[src/rtl/cpu_control_unit_pkg.sv]
// Shared constants, FSM state and opcode encodings for the 19-bit CPU controller.
package cpu_control_unit_pkg;

    localparam int CPU_WORD_SIZE  = 19;
    localparam int CPU_ADDR_WIDTH = 19;
    localparam int TRAP_VECTOR    = 'h10;

    typedef enum logic [2:0] {
        ST_FETCH,
        ST_DECODE,
        ST_EXECUTE,
        ST_MEM,
        ST_WRITEBACK,
        ST_HALT
    } ctrl_state_t;

    // Opcodes 00-0F are ALU ops (bit 3 selects logical mode); unlisted upper codes are illegal.
    typedef enum logic [4:0] {
        OPC_LOAD  = 5'h10,
        OPC_STORE = 5'h11,
        OPC_JMP   = 5'h12,
        OPC_BEQ   = 5'h13,
        OPC_BNE   = 5'h14,
        OPC_HALT  = 5'h1F
    } opcode_t;

    localparam int OPC_HI = 18;
    localparam int OPC_LO = 14;
    localparam int RD_HI  = 13;
    localparam int RD_LO  = 11;
    localparam int RS1_HI = 10;
    localparam int RS1_LO = 8;
    localparam int RS2_HI = 7;
    localparam int RS2_LO = 5;
    localparam int IMM_HI = 7;
    localparam int IMM_LO = 0;
    localparam int JMP_HI = 13;
    localparam int JMP_W  = 14;

    localparam logic [2:0] ALU_OP_ADD = 3'd0;
    localparam logic [2:0] ALU_OP_SUB = 3'd1;

    typedef struct packed {
        logic       mode;
        logic [2:0] op;
        logic       src_imm;
        logic       is_alu;
        logic       is_load;
        logic       is_store;
        logic       is_beq;
        logic       is_bne;
        logic       is_jmp;
        logic       is_halt;
        logic       is_illegal;
    } ctrl_word_t;

endpackage

[src/rtl/cpu_control_unit_decoder.sv]
// Combinational opcode -> control word decode for the CPU controller.
module cpu_instr_decoder
    import cpu_control_unit_pkg::*;
(
    input  logic [4:0] opcode,
    output ctrl_word_t cw
);

    always_comb begin
        cw = '0;
        if (!opcode[4]) begin
            cw.is_alu = 1'b1;
            cw.mode   = opcode[3];
            cw.op     = opcode[2:0];
        end else begin
            case (opcode)
                OPC_LOAD: begin
                    cw.is_load = 1'b1;
                    cw.src_imm = 1'b1;
                    cw.op      = ALU_OP_ADD;
                end
                OPC_STORE: begin
                    cw.is_store = 1'b1;
                    cw.src_imm  = 1'b1;
                    cw.op       = ALU_OP_ADD;
                end
                OPC_JMP:  cw.is_jmp = 1'b1;
                // Branches compare rd against rs1 by subtracting and looking at zero.
                OPC_BEQ: begin
                    cw.is_beq = 1'b1;
                    cw.op     = ALU_OP_SUB;
                end
                OPC_BNE: begin
                    cw.is_bne = 1'b1;
                    cw.op     = ALU_OP_SUB;
                end
                OPC_HALT: cw.is_halt = 1'b1;
                default:  cw.is_illegal = 1'b1;
            endcase
        end
    end

endmodule

[src/rtl/cpu_control_unit.sv]
// Multi-cycle fetch/decode/execute controller for the 19-bit CPU.
// Define ILLEGAL_OP_TRAP_EN to trap illegal opcodes to the trap vector (adds the trap port).
module cpu_control_unit
    import cpu_control_unit_pkg::*;
#(
    parameter int                    WORD_SIZE  = CPU_WORD_SIZE,
    parameter int                    ADDR_WIDTH = CPU_ADDR_WIDTH,
    parameter logic [ADDR_WIDTH-1:0] RESET_PC   = '0
) (
    input  logic                  clk,
    input  logic                  rst,
    output logic                  imem_req,
    output logic [ADDR_WIDTH-1:0] imem_addr,
    input  logic [WORD_SIZE-1:0]  imem_rdata,
    input  logic                  imem_ack,
    output logic                  dmem_req,
    output logic                  dmem_we,
    input  logic                  dmem_ack,
    output logic                  alu_mode,
    output logic [2:0]            alu_op,
    output logic                  alu_src_imm,
    output logic [WORD_SIZE-1:0]  imm,
    output logic [2:0]            rf_raddr1,
    output logic [2:0]            rf_raddr2,
    output logic [2:0]            rf_waddr,
    output logic                  rf_we,
    output logic                  wb_sel,
    input  logic                  alu_zero,
`ifdef ILLEGAL_OP_TRAP_EN
    output logic                  trap,
`endif
    output logic                  halted
);

    ctrl_state_t           state, state_nxt;
    logic [ADDR_WIDTH-1:0] pc, pc_nxt;
    logic [WORD_SIZE-1:0]  ir, ir_nxt;
    logic [ADDR_WIDTH-1:0] br_off, jmp_tgt;
    logic                  taken;
    ctrl_word_t            cw;

    cpu_instr_decoder u_dec (
        .opcode (ir[OPC_HI:OPC_LO]),
        .cw     (cw)
    );

    assign imem_addr = pc;
    assign imm       = {{(WORD_SIZE-8){ir[IMM_HI]}}, ir[IMM_HI:IMM_LO]};
    assign br_off    = {{(ADDR_WIDTH-8){ir[IMM_HI]}}, ir[IMM_HI:IMM_LO]};
    assign jmp_tgt   = {{(ADDR_WIDTH-JMP_W){1'b0}}, ir[JMP_HI:0]};

    always_ff @(posedge clk) begin
        if (rst) begin
            state <= ST_FETCH;
            pc    <= RESET_PC;
            ir    <= '0;
        end else begin
            state <= state_nxt;
            pc    <= pc_nxt;
            ir    <= ir_nxt;
        end
    end

    always_comb begin
        state_nxt   = state;
        pc_nxt      = pc;
        ir_nxt      = ir;
        taken       = 1'b0;
        imem_req    = 1'b0;
        dmem_req    = 1'b0;
        dmem_we     = 1'b0;
        alu_mode    = 1'b0;
        alu_op      = '0;
        alu_src_imm = 1'b0;
        rf_raddr1   = '0;
        rf_raddr2   = '0;
        rf_waddr    = '0;
        rf_we       = 1'b0;
        wb_sel      = 1'b0;
        halted      = 1'b0;
`ifdef ILLEGAL_OP_TRAP_EN
        trap        = 1'b0;
`endif

        if (state != ST_FETCH && state != ST_HALT) begin
            rf_raddr1 = ir[RS1_HI:RS1_LO];
            rf_raddr2 = (cw.is_store || cw.is_beq || cw.is_bne) ? ir[RD_HI:RD_LO]
                                                                : ir[RS2_HI:RS2_LO];
            rf_waddr  = ir[RD_HI:RD_LO];
        end

        case (state)
            ST_FETCH: begin
                // Suppressed while rst is held so reset leaves every output low.
                imem_req = !rst;
                if (imem_ack) begin
                    ir_nxt    = imem_rdata;
                    pc_nxt    = pc + ADDR_WIDTH'(1);
                    state_nxt = ST_DECODE;
                end
            end
            ST_DECODE: state_nxt = ST_EXECUTE;
            ST_EXECUTE: begin
                alu_mode    = cw.mode;
                alu_op      = cw.op;
                alu_src_imm = cw.src_imm;
                taken       = (cw.is_beq && alu_zero) || (cw.is_bne && !alu_zero);
                state_nxt   = ST_FETCH;
                if (cw.is_alu) begin
                    state_nxt = ST_WRITEBACK;
                end else if (cw.is_load || cw.is_store) begin
                    state_nxt = ST_MEM;
                end else if (cw.is_halt) begin
                    state_nxt = ST_HALT;
                end else if (cw.is_illegal) begin
`ifdef ILLEGAL_OP_TRAP_EN
                    pc_nxt = ADDR_WIDTH'(TRAP_VECTOR);
                    trap   = 1'b1;
`endif
                    state_nxt = ST_FETCH;
                end
                // PC already points past the branch, so the offset is relative to PC+1.
                if (taken) begin
                    pc_nxt = pc + br_off;
                end else if (cw.is_jmp) begin
                    pc_nxt = jmp_tgt;
                end
            end
            ST_MEM: begin
                dmem_req = 1'b1;
                dmem_we  = cw.is_store;
                if (dmem_ack) begin
                    state_nxt = cw.is_load ? ST_WRITEBACK : ST_FETCH;
                end
            end
            ST_WRITEBACK: begin
                rf_we     = 1'b1;
                wb_sel    = cw.is_load;
                state_nxt = ST_FETCH;
            end
            ST_HALT: halted = 1'b1;
            default: state_nxt = ST_FETCH;
        endcase
    end

endmodule
[config.mk]
export PLATFORM = sky130hd
export DESIGN_NAME = cpu_control_unit
export DESIGN_NICKNAME = d
export VERILOG_FILES = /design/src/rtl/cpu_control_unit_pkg.sv /design/src/rtl/cpu_control_unit_decoder.sv /design/src/rtl/cpu_control_unit.sv
export SDC_FILE = /design/constraint.sdc
export NUM_CORES = 1
export LEC_CHECK = 0
export CORE_MARGIN = 2
export CORE_UTILIZATION = 40
export CTS_BUF_LIST = sky130_fd_sc_hd__clkbuf_4
export CTS_CLUSTER_SIZE = 25
export DETAILED_ROUTE_END_ITERATION = 10
export PLACE_DENSITY = 0.67
export SLEW_MARGIN = 20
export SYNTH_ARGS = -nofsm -noshare
export SYNTH_HDL_FRONTEND = slang
export SYNTH_SLANG_ARGS = --single-unit
[constraint.sdc]
create_clock -name clk -period 2.9 [get_ports clk]
set_input_delay 0.87 -clock clk [delete_from_list [all_inputs] [get_ports clk]]
set_output_delay 0.87 -clock clk [all_outputs]
set_load 0.02 [all_outputs]
==> impl_metrics.xml, run 1 <==
<?xml version="1.0" encoding="UTF-8"?>
<metrics>
  <group name="floorplanning">
    <metric name="io-pin-count" unit="">82</metric>
    <metric name="design.die.area" unit="sq um">9720</metric>
    <metric name="die-width" unit="um">98.6</metric>
    <metric name="floorplan.core_area" unit="sq um">8680</metric>
    <metric name="std_cell_rows" unit="">34</metric>
    <metric name="die_height" unit="um">98.6</metric>
    <metric name="effective_utilization_at_floorplan" unit="">0.412</metric>
  </group>
  <group name="timing">
    <metric name="final.setup_skew" unit="ns">0.0197</metric>
    <metric name="hold_viol_final" unit="">0</metric>
    <metric name="timing.final.crit_share" unit="">0.955</metric>
    <metric name="timing.final.crit_period" unit="ns">2.77</metric>
    <metric name="setup_viol_count_final" unit="">0</metric>
    <metric name="grt_setup_unrepaired" unit="">no</metric>
    <metric name="timing_max_transition_violations_final" unit="">0</metric>
    <metric name="max_clock_freq" unit="MHz">361</metric>
    <metric name="worst_slew_margin_rel" unit="">0.558</metric>
    <metric name="max_slew.worst_pin.slew" unit="ns">0.658</metric>
    <metric name="worst_slack" unit="ns">0.131</metric>
  </group>
  <group name="global_routing">
    <metric name="first_global_vias" unit="">3723</metric>
    <metric name="pin_count_of_the_biggest_net_entering_global_routing" unit="">41</metric>
    <metric name="grt_usage" unit="">0.225</metric>
    <metric name="global_route_wire_length_before_repair" unit="um">18000</metric>
    <metric name="number_of_antenna_violations_at_the_first_check_in_global_routing" unit="">0</metric>
    <metric name="overflow" unit="">0</metric>
  </group>
  <group name="layout">
    <metric name="multi_input_logic_area" unit="sq um">2450</metric>
    <metric name="seq_area" unit="sq um">826</metric>
    <metric name="syn_to_final_growth" unit="%">25.8</metric>
    <metric name="fill_cells" unit="">870</metric>
    <metric name="num-nets-final" unit="">593</metric>
    <metric name="drive_above_1_share" unit="">0.0964</metric>
    <metric name="diodes" unit="">0</metric>
  </group>
  <group name="critical_path">
    <metric name="cp_cell_sequence" unit="">nand2b_1 &gt; or3_1 &gt; nor3b_1 &gt; dlygate4sd2_1</metric>
    <metric name="cp-start-kind" unit="">flip-flop</metric>
    <metric name="path_length_in_cells_of_the_critical_path" unit="">4</metric>
    <metric name="timing.critical_path.max_delay_family" unit="">simple AND/OR/NAND/NOR gates</metric>
    <metric name="required" unit="ns">2.03</metric>
    <metric name="critPathMaxFanout" unit="">7</metric>
    <metric name="worst_setup_path_end_kind" unit="">output pin</metric>
    <metric name="worst-r2r-cell-count" unit="">9</metric>
    <metric name="worst-setup-path-type" unit="">flip-flop to output pin</metric>
    <metric name="critical-path-max-stage-delay" unit="ns">0.40</metric>
    <metric name="critical_path_arrival" unit="ns">1.90</metric>
    <metric name="timing.critical_path.slowest_stage_cell" unit="">dfxtp_1</metric>
    <metric name="critical_path_buf_inv_count" unit="">1</metric>
  </group>
  <group name="routing">
    <metric name="drt-initial-drc-count" unit="">173</metric>
    <metric name="antenna_violating_nets_post_route" unit="">0</metric>
    <metric name="first_pass_iters" unit="">5</metric>
    <metric name="drc_errors" unit="">0</metric>
    <metric name="dr_total_vias" unit="">3846</metric>
    <metric name="vias_per_instance" unit="">5.84</metric>
    <metric name="wl" unit="um">10800</metric>
    <metric name="detail_route.wl_per_cell" unit="um">16.4</metric>
  </group>
  <group name="yosys">
    <metric name="synth_commonest_cells" unit="">nand2_1 (76), a21oi_1 (51), dfxtp_1 (41)</metric>
    <metric name="number_of_flops_mapped_to_enable_cells_by_yosys" unit="">0</metric>
    <metric name="synth_area_leader_cell" unit="">dfxtp_1</metric>
    <metric name="yosys-mux-area-fraction" unit="">0.0224</metric>
    <metric name="yosys.area_share.simple" unit="">0.280</metric>
    <metric name="synth.area.top_cells" unit="">dfxtp_1 (23%), nand2_1 (8.0%), a21oi_1 (7.1%)</metric>
    <metric name="yosys_register_bits" unit="">41</metric>
    <metric name="syn_nets" unit="">528</metric>
    <metric name="synth-compound-area-share" unit="">0.285</metric>
    <metric name="synthesis.area_per_instance" unit="sq um">7.39</metric>
    <metric name="synth_cell_type_count" unit="">66</metric>
    <metric name="synth_fa_ha_area_frac" unit="">0.0721</metric>
    <metric name="post_synthesis_cells" unit="">484</metric>
    <metric name="yosys.area.top_type_share" unit="">0.229</metric>
    <metric name="synth.yosys.warnings" unit="">0</metric>
    <metric name="synth.most_common_cell" unit="">nand2_1</metric>
    <metric name="post_synth_instance_area" unit="sq um">3580</metric>
    <metric name="xor_and_xnor_fraction_of_the_mapped_netlist_area" unit="">0.0245</metric>
    <metric name="synth-seq-area-share" unit="">0.229</metric>
    <metric name="synth_async_sr_flop_share" unit="">0</metric>
    <metric name="largest_family_of_logic_cells_by_synthesized_area" unit="">compound AO/OA/AOI/OAI gates</metric>
    <metric name="synth-main-ff-cell" unit="">dfxtp_1</metric>
  </group>
  <group name="clock_network">
    <metric name="clock_sink_count" unit="">41</metric>
    <metric name="post_cts_resize_count" unit="">21</metric>
    <metric name="ctsHtreeMaxLevel" unit="">2</metric>
    <metric name="clk_pin_slew_worst_paths" unit="ns">0.15</metric>
    <metric name="cts-root-buf" unit="">clkbuf_4</metric>
    <metric name="cts_stage_hold_buffer_count" unit="">0</metric>
    <metric name="cts_buffer_depth" unit="">2</metric>
    <metric name="clk-insertion-delay-late" unit="ns">0.38</metric>
    <metric name="cts_made_buffers" unit="">5</metric>
    <metric name="tritoncts_clock_tree" unit="">yes</metric>
    <metric name="cts.repair_timing.setup_buffer_count" unit="">0</metric>
  </group>
  <group name="placed_design">
    <metric name="dp.final_hpwl" unit="um">8140</metric>
    <metric name="io_buffer_count" unit="">81</metric>
    <metric name="pre_cts_slack" unit="ns">-0.180</metric>
    <metric name="gpl.final_weighted_congestion" unit="">0.922</metric>
  </group>
  <group name="status">
    <metric name="result_of_the_run" unit="">completed</metric>
  </group>
  <group name="pwr">
    <metric name="cellPowerDensity" unit="nW/um^2">308</metric>
    <metric name="power.static_leakage" unit="nW">1.84</metric>
    <metric name="worst_ir_drop_vdd" unit="uV">195</metric>
    <metric name="design_power_total" unit="mW">1.38</metric>
  </group>
  <group name="worst_hold_path">
    <metric name="hold-path-cell-count" unit="">2</metric>
    <metric name="worst_hold_path_type" unit="">flip-flop to flip-flop</metric>
  </group>
  <group name="job">
    <metric name="maxCapViolCount" unit="">0</metric>
  </group>
</metrics>
metal layers:
layer	global-route usage	share of wire
met5	0	0
met4	0.0706	0.021
met3	0.0418	0.054
met2	0.381	0.48
met1	0.290	0.44
kinds of logic after synthesis:
group / after synthesis
AO/OA/AOI/OAI: 151
XOR/XNOR: 10
adder cells (fa/ha/maj): 20
buffers and inverters: 55
flip-flops: 41
multiplexers: 8
AND/OR/NAND/NOR: 199
through the flow:
stage	cell area, sq um	hold WS, ns	setup TNS (ns)	util	std cells
after global placement	4450	0.473	-0.203	0.513	650
after CTS	4500	0.497	0	0.518	658
final	4500	0.492	0	0.519	658
after global routing	4500	0.523	0	0.519	658
after floorplan	3580	0.440	0	-	484
after detailed placement	4450	0.477	-0.180	0.513	650
power breakdown:
group          total (mW)  internal, mW  switching [mW]
logic               0.424         0.190           0.234
clock network       0.318        0.0989           0.219
registers           0.643         0.594          0.0494
total                1.38         0.882           0.502
layout by cell type, fill, tap and decap left out, types with 9 or more instances in the layout:
master,instances
o21ai_0,17
nor2_1,33
dlygate4sd2_1,17
a21oi_1,51
ha_1,19
buf_4,18
nor2b_1,11
nor3_1,9
and3_1,10
nand2_1,76
nand3_1,15
inv_1,11
clkdlybuf4s50_1,64
dfxtp_1,37
worst register-to-register path, cell delays in order, from the launching register on:
cell     delay [ns]
dfxtp_1        0.40
ha_1           0.24
inv_1          0.07
fa_1           0.22
nor2b_1        0.08
o31ai_1        0.37
a31oi_1        0.26
o32ai_1        0.50
xor2_1         0.23
o22ai_1        0.10
area by class of cell:
cell class              count  area share
well taps                 108      0.0300
multi-input cells         388       0.545
clock buffers               5     0.00834
inverters                  11     0.00917
clock inverters             3     0.00556
repair buffers            102       0.219
flip-flops and latches     41       0.183
flip-flops by register name, summed over array words and instances, names as in the netlist:
name,cells
ir,19
state,3
imem_addr,19
final timing paths:
path | from | slack, ns | to
max reg2reg | imem_addr[0] | 0.30 | imem_addr[16]
min | ir[9] | 0.49 | ir[9]
max | ir[17] | 0.13 | wb_sel
min reg2reg | ir[9] | 0.49 | ir[9]
Power figures use the tool's default switching activity.
==> inputs of run 2 (changes only) <==
Settings changed: CORE_MARGIN 2 to default, CTS_BUF_LIST sky130_fd_sc_hd__clkbuf_4 to default, TNS_END_PERCENT from default to 5.
==> impl_metrics.xml, run 2 (synthesis gave the netlist of run 1 again) <==
<?xml version="1.0" encoding="UTF-8"?>
<metrics>
  <group name="clock_network">
    <metric name="tritoncts_clock_tree" unit="">yes</metric>
    <metric name="cts_stage_hold_buffer_count" unit="">0</metric>
    <metric name="clk_pin_slew_worst_paths" unit="ns">0.08</metric>
    <metric name="cts-root-buf" unit="">clkbuf_8</metric>
    <metric name="clk-insertion-delay-late" unit="ns">0.30</metric>
    <metric name="ctsHtreeMaxLevel" unit="">2</metric>
    <metric name="cts_made_buffers" unit="">5</metric>
    <metric name="clock_sink_count" unit="">41</metric>
    <metric name="cts_buffer_depth" unit="">2</metric>
  </group>
  <group name="pwr">
    <metric name="clock_power_share" unit="">0.305</metric>
    <metric name="switching_share" unit="">0.322</metric>
    <metric name="design_power_total" unit="mW">1.54</metric>
    <metric name="power_frac_comb" unit="">0.280</metric>
    <metric name="power.static_leakage" unit="nW">1.97</metric>
    <metric name="worst_ir_drop_vdd" unit="uV">217</metric>
    <metric name="internal-power" unit="mW">1.04</metric>
    <metric name="power.net_switching" unit="mW">0.496</metric>
    <metric name="cellPowerDensity" unit="nW/um^2">335</metric>
    <metric name="power.share.sequential" unit="">0.415</metric>
  </group>
  <group name="placed_design">
    <metric name="io_buffer_count" unit="">81</metric>
    <metric name="gpl.final_weighted_congestion" unit="">0.855</metric>
    <metric name="dp.final_hpwl" unit="um">8130</metric>
    <metric name="placed_cell_area" unit="sq um">4470</metric>
    <metric name="placed_cells" unit="">653</metric>
    <metric name="pre_cts_slack" unit="ns">-0.194</metric>
  </group>
  <group name="layout">
    <metric name="post-route-cell-area" unit="sq um">4600</metric>
    <metric name="syn_to_final_growth" unit="%">28.6</metric>
    <metric name="drive_above_1_share" unit="">0.0958</metric>
    <metric name="num-nets-final" unit="">596</metric>
    <metric name="layout_common_cells" unit="">nand2_1 (76), clkdlybuf4s50_1 (66), a21oi_1 (51), dfxtp_1 (39), nor2_1 (33)</metric>
    <metric name="diodes" unit="">0</metric>
    <metric name="final_common_cell" unit="">nand2_1</metric>
    <metric name="fill_cells" unit="">862</metric>
    <metric name="stdcell_count" unit="">661</metric>
  </group>
  <group name="routing">
    <metric name="detail_route.wl_per_cell" unit="um">16.4</metric>
    <metric name="vias_per_instance" unit="">5.85</metric>
    <metric name="wl" unit="um">10800</metric>
    <metric name="antenna_violating_nets_post_route" unit="">0</metric>
    <metric name="dr_total_vias" unit="">3870</metric>
    <metric name="drt-initial-drc-count" unit="">335</metric>
    <metric name="drc_errors" unit="">0</metric>
    <metric name="first_pass_iters" unit="">5</metric>
  </group>
  <group name="critical_path">
    <metric name="required" unit="ns">2.03</metric>
    <metric name="timing.critical_path.to" unit="">alu_op[0]</metric>
    <metric name="cp-start-kind" unit="">flip-flop</metric>
    <metric name="path_length_in_cells_of_the_critical_path" unit="">3</metric>
    <metric name="reg2reg_from" unit="">imem_addr[0]</metric>
    <metric name="crit_path_start" unit="">state[0]</metric>
    <metric name="critical-path-max-stage-delay" unit="ns">0.63</metric>
    <metric name="worst-r2r-cell-count" unit="">9</metric>
    <metric name="timing.critical_path.slowest_stage_cell" unit="">clkdlybuf4s50_1</metric>
    <metric name="timing.critical_path.max_delay_family" unit="">simple AND/OR/NAND/NOR gates</metric>
    <metric name="cp_cell_sequence" unit="">or3b_1 &gt; nor2_1 &gt; clkdlybuf4s50_1</metric>
    <metric name="worst-setup-path-type" unit="">flip-flop to output pin</metric>
    <metric name="worstReg2RegEnd" unit="">imem_addr[16]</metric>
    <metric name="worst_setup_path_end_kind" unit="">output pin</metric>
    <metric name="r2r_slack" unit="ns">0.24</metric>
    <metric name="critPathMaxFanout" unit="">8</metric>
    <metric name="critical_path_buf_inv_count" unit="">1</metric>
    <metric name="critical_path_arrival" unit="ns">1.98</metric>
  </group>
  <group name="job">
    <metric name="maxCapViolCount" unit="">0</metric>
  </group>
  <group name="timing">
    <metric name="timing.final.crit_period" unit="ns">2.85</metric>
    <metric name="max_clock_freq" unit="MHz">351</metric>
    <metric name="max_slew.worst_pin.slew" unit="ns">0.738</metric>
    <metric name="timing_max_transition_violations_final" unit="">0</metric>
    <metric name="setup_viol_count_final" unit="">0</metric>
    <metric name="worst_slack" unit="ns">0.0529</metric>
    <metric name="timing.final.crit_share" unit="">0.982</metric>
    <metric name="worst_slew_margin_rel" unit="">0.505</metric>
    <metric name="grt_setup_unrepaired" unit="">yes</metric>
    <metric name="final.setup_skew" unit="ns">0.00964</metric>
    <metric name="hold_viol_final" unit="">0</metric>
  </group>
  <group name="status">
    <metric name="result_of_the_run" unit="">completed</metric>
  </group>
  <group name="floorplanning">
    <metric name="floorplan.core_area" unit="sq um">8680</metric>
    <metric name="std_cell_rows" unit="">34</metric>
    <metric name="die_height" unit="um">96.6</metric>
    <metric name="design.die.area" unit="sq um">9320</metric>
    <metric name="io-pin-count" unit="">82</metric>
    <metric name="die-width" unit="um">96.6</metric>
    <metric name="effective_utilization_at_floorplan" unit="">0.412</metric>
  </group>
  <group name="global_routing">
    <metric name="top_usage_layer" unit="">met2</metric>
    <metric name="first_global_vias" unit="">3676</metric>
    <metric name="use_met2" unit="">0.422</metric>
    <metric name="global_route_wire_length_before_repair" unit="um">17700</metric>
    <metric name="use_met1" unit="">0.314</metric>
    <metric name="grt_usage" unit="">0.245</metric>
    <metric name="number_of_antenna_violations_at_the_first_check_in_global_routing" unit="">0</metric>
    <metric name="overflow" unit="">0</metric>
    <metric name="grt_use_met3" unit="">0.0305</metric>
    <metric name="pin_count_of_the_biggest_net_entering_global_routing" unit="">41</metric>
  </group>
  <group name="worst_hold_path">
    <metric name="worst_hold_path_type" unit="">flip-flop to flip-flop</metric>
  </group>
</metrics>
==> run 2: cell types whose count changed in the layout (fill, tap and decap cells not counted), sizes merged <==
cell / previous run / this run
clkbuf: 5 / 6
clkinvlp: 1 / 0
buf: 21 / 24
inv: 12 / 11
dlygate4sd2: 17 / 8
clkdlybuf4s50: 64 / 66
bufinv: 0 / 1
dlymetal6s2s: 0 / 7
==> run 2: worst reg2reg max path, stage by stage (launching register included) <==
cell and delay (ns):
dfxtp_1 0.39, ha_1 0.24, inv_1 0.07, fa_1 0.23, nor2b_1 0.08, o31ai_1 0.41, a31oi_1 0.28, o32ai_1 0.50
xor2_1 0.23, o22ai_1 0.11
==> run 2: worst min-delay path by stage <==
| stage | from | end | slack [ns] | cells after the start |
|---|---|---|---|---|
| CTS | ir[10] | ir[10] | 0.50 | 2 |
| finish | ir[10] | ir[10] | 0.49 | 2 |
| global placement | ir[10] | ir[10] | 0.48 | 2 |
| floorplan | ir[9] | ir[9] | 0.44 | 2 |
| global route | ir[10] | ir[10] | 0.53 | 2 |
| detailed placement | ir[10] | ir[10] | 0.49 | 2 |
==> run 2: what timing repair did <==
action                     CTS  global route
resized for setup           10             9
hold endpoints to repair     0             0
setup endpoints to repair    9             9
setup buffers                0             0
==> run 2: per-stage QoR <==
stage | hold slack [ns] | setup TNS (ns) | util
3_3_place_gp | 0.481 | -0.142 | 0.516
3_5_place_dp | 0.489 | -0.194 | 0.516
6_report | 0.493 | 0 | 0.530
5_1_grt | 0.535 | -0.0236 | 0.530
2_1_floorplan | 0.440 | 0 | -
4_1_cts | 0.499 | 0 | 0.528
==> run 2: power by group through the flow <==
stage,clock network (mW),logic (mW),registers (mW)
global route,0.503,0.473,0.643
detailed placement,0,0.430,0.650
CTS,0.476,0.431,0.638
floorplan,0,0.275,0.645
finish,0.470,0.431,0.639
global placement,0,0.424,0.649
==> run 2: area by class of cell <==
type                       count  area, sq um  share of cell area
multi-input combinational    388         2450               0.533
clock inverter                 2         38.8             0.00843
inverter                      11         41.3             0.00897
tap                          108          135              0.0294
sequential                    41          823               0.179
timing repair buffer         105         1040               0.225
clock buffer                   6         72.6              0.0158
==> run 2: layer usage <==
layer / vias up / share of wire
li1: 1899 / -
met1: 1844 / 0.45
met2: 109 / 0.48
met3: 18 / 0.046
met4: 0 / 0.019
met5: - / 0
==> inputs of run 3 (changes only) <==
Settings changed: CAP_MARGIN from default to 25, CORE_UTILIZATION 40 to 51, PLACE_DENSITY 0.67 to 0.82.
==> impl_metrics.xml, run 3 (synthesis gave the netlist of run 1 again) <==
<?xml version="1.0" encoding="UTF-8"?>
<metrics>
  <group name="status">
    <metric name="result_of_the_run" unit="">completed</metric>
  </group>
  <group name="floorplanning">
    <metric name="io-pin-count" unit="">82</metric>
    <metric name="die-width" unit="um">85.8</metric>
    <metric name="design.die.area" unit="sq um">7350</metric>
    <metric name="effective_utilization_at_floorplan" unit="">0.527</metric>
    <metric name="floorplan.core_area" unit="sq um">6790</metric>
    <metric name="die_height" unit="um">85.8</metric>
    <metric name="std_cell_rows" unit="">30</metric>
  </group>
  <group name="timing">
    <metric name="setup_viol_count_final" unit="">0</metric>
    <metric name="grt_setup_unrepaired" unit="">no</metric>
    <metric name="timing.final.crit_share" unit="">0.955</metric>
    <metric name="final.setup.tns" unit="ns">0</metric>
    <metric name="worst_slew_margin_rel" unit="">0.543</metric>
    <metric name="timing_max_transition_violations_final" unit="">0</metric>
    <metric name="timing.final.crit_period" unit="ns">2.77</metric>
    <metric name="final.setup_skew" unit="ns">0.00997</metric>
    <metric name="hold_viol_final" unit="">0</metric>
    <metric name="max_slew.worst_pin.slew" unit="ns">0.681</metric>
    <metric name="max_clock_freq" unit="MHz">361</metric>
  </group>
  <group name="layout">
    <metric name="multi_input_logic_area" unit="sq um">2460</metric>
    <metric name="syn_to_final_growth" unit="%">26.4</metric>
    <metric name="diodes" unit="">0</metric>
    <metric name="layout_common_cells" unit="">nand2_1 (76), clkdlybuf4s50_1 (65), a21oi_1 (51), dfxtp_1 (39), nor2_1 (33)</metric>
    <metric name="final_core_util" unit="">0.665</metric>
    <metric name="fill_cells" unit="">603</metric>
    <metric name="seq_area" unit="sq um">823</metric>
    <metric name="final_common_cell" unit="">nand2_1</metric>
    <metric name="num-nets-final" unit="">590</metric>
    <metric name="drive_above_1_share" unit="">0.0896</metric>
  </group>
  <group name="placed_design">
    <metric name="io_buffer_count" unit="">81</metric>
    <metric name="dp.final_hpwl" unit="um">7830</metric>
    <metric name="gpl.final_weighted_congestion" unit="">0.916</metric>
  </group>
  <group name="pwr">
    <metric name="cellPowerDensity" unit="nW/um^2">328</metric>
    <metric name="worst_ir_drop_vdd" unit="uV">238</metric>
    <metric name="power.static_leakage" unit="nW">1.96</metric>
  </group>
  <group name="routing">
    <metric name="drc_errors" unit="">0</metric>
    <metric name="first_pass_iters" unit="">5</metric>
    <metric name="vias_per_instance" unit="">6.18</metric>
    <metric name="drt-initial-drc-count" unit="">318</metric>
    <metric name="wl" unit="um">10600</metric>
    <metric name="detail_route.wl_per_cell" unit="um">16.5</metric>
    <metric name="antenna_violating_nets_post_route" unit="">0</metric>
    <metric name="dr_total_vias" unit="">3973</metric>
  </group>
  <group name="worst_hold_path">
    <metric name="hold-path-cell-count" unit="">2</metric>
    <metric name="worst_hold_path_type" unit="">flip-flop to flip-flop</metric>
  </group>
  <group name="critical_path">
    <metric name="critPathMaxFanout" unit="">12</metric>
    <metric name="required" unit="ns">2.03</metric>
    <metric name="worst-r2r-cell-count" unit="">9</metric>
    <metric name="cp-start-kind" unit="">flip-flop</metric>
    <metric name="worst-setup-path-type" unit="">flip-flop to output pin</metric>
    <metric name="critical_path_arrival" unit="ns">1.90</metric>
    <metric name="worst_setup_path_end_kind" unit="">output pin</metric>
  </group>
  <group name="clock_network">
    <metric name="cts-root-buf" unit="">clkbuf_8</metric>
    <metric name="cts_buffer_depth" unit="">2</metric>
    <metric name="post_cts_resize_count" unit="">11</metric>
    <metric name="clock_sink_count" unit="">41</metric>
    <metric name="cts.repair_timing.setup_buffer_count" unit="">0</metric>
    <metric name="cts_stage_hold_buffer_count" unit="">0</metric>
    <metric name="cts_made_buffers" unit="">5</metric>
    <metric name="tritoncts_clock_tree" unit="">yes</metric>
    <metric name="ctsHtreeMaxLevel" unit="">2</metric>
    <metric name="clk_pin_slew_worst_paths" unit="ns">0.09</metric>
    <metric name="clk-insertion-delay-late" unit="ns">0.31</metric>
  </group>
  <group name="job">
    <metric name="maxCapViolCount" unit="">0</metric>
  </group>
  <group name="global_routing">
    <metric name="overflow" unit="">0</metric>
    <metric name="first_global_vias" unit="">3568</metric>
    <metric name="global_route_wire_length_before_repair" unit="um">17200</metric>
    <metric name="grt_usage" unit="">0.291</metric>
    <metric name="number_of_antenna_violations_at_the_first_check_in_global_routing" unit="">0</metric>
    <metric name="pin_count_of_the_biggest_net_entering_global_routing" unit="">41</metric>
  </group>
</metrics>
-- run 3: worst paths after layout --
| kind | start | slack [ns] | to |
|---|---|---|---|
| worst max-delay path | state[0] | 0.13 | alu_op[0] |
| worst min-delay path | ir[10] | 0.49 | ir[10] |
| worst max register to register | imem_addr[0] | 0.26 | imem_addr[16] |
| worst min register to register | ir[10] | 0.49 | ir[10] |
-- run 3: layout make-up --
class,instances,share of cell area
repair buffers,99,0.218
flip-flops and latches,41,0.182
multi-input cells,388,0.543
clock buffers,5,0.0152
clock inverters,3,0.00581
inverters,11,0.00913
well taps,96,0.0266
-- run 3: stage by stage --
stage / worst slack [ns] / area (sq um) / total power, mW / cells / hold slack [ns]
after detailed placement: -0.111 / 4400 / 1.07 / 635 / 0.476
final: 0.132 / 4520 / 1.48 / 643 / 0.492
after global routing: 0.0352 / 4520 / 1.55 / 643 / 0.518
after CTS: 0.0105 / 4500 / 1.48 / 643 / 0.489
after global placement: -0.117 / 4400 / 1.06 / 635 / 0.474
after floorplan: 0.315 / 3580 / 0.920 / 484 / 0.440
-- run 3: power breakdown --
group          leakage (nW)  total [mW]  internal, mW  switching, mW
clock network        0.0495       0.417         0.179          0.238
logic                  1.58       0.423         0.185          0.238
registers             0.335       0.640         0.593         0.0477
-- run 3: metal layers --
| layer | part of all wire | GRT usage |
|---|---|---|
| met5 | 0 | 0 |
| met3 | 0.062 | 0.0356 |
| met1 | 0.43 | 0.375 |
| met4 | 0.024 | 0.105 |
| met2 | 0.48 | 0.502 |
-- run 3: critical path, stage by stage (launching register included) --
cell and delay, ns:
dfxtp_2 0.39, or3b_4 0.46, nor2_1 0.13, clkdlybuf4s50_1 0.61
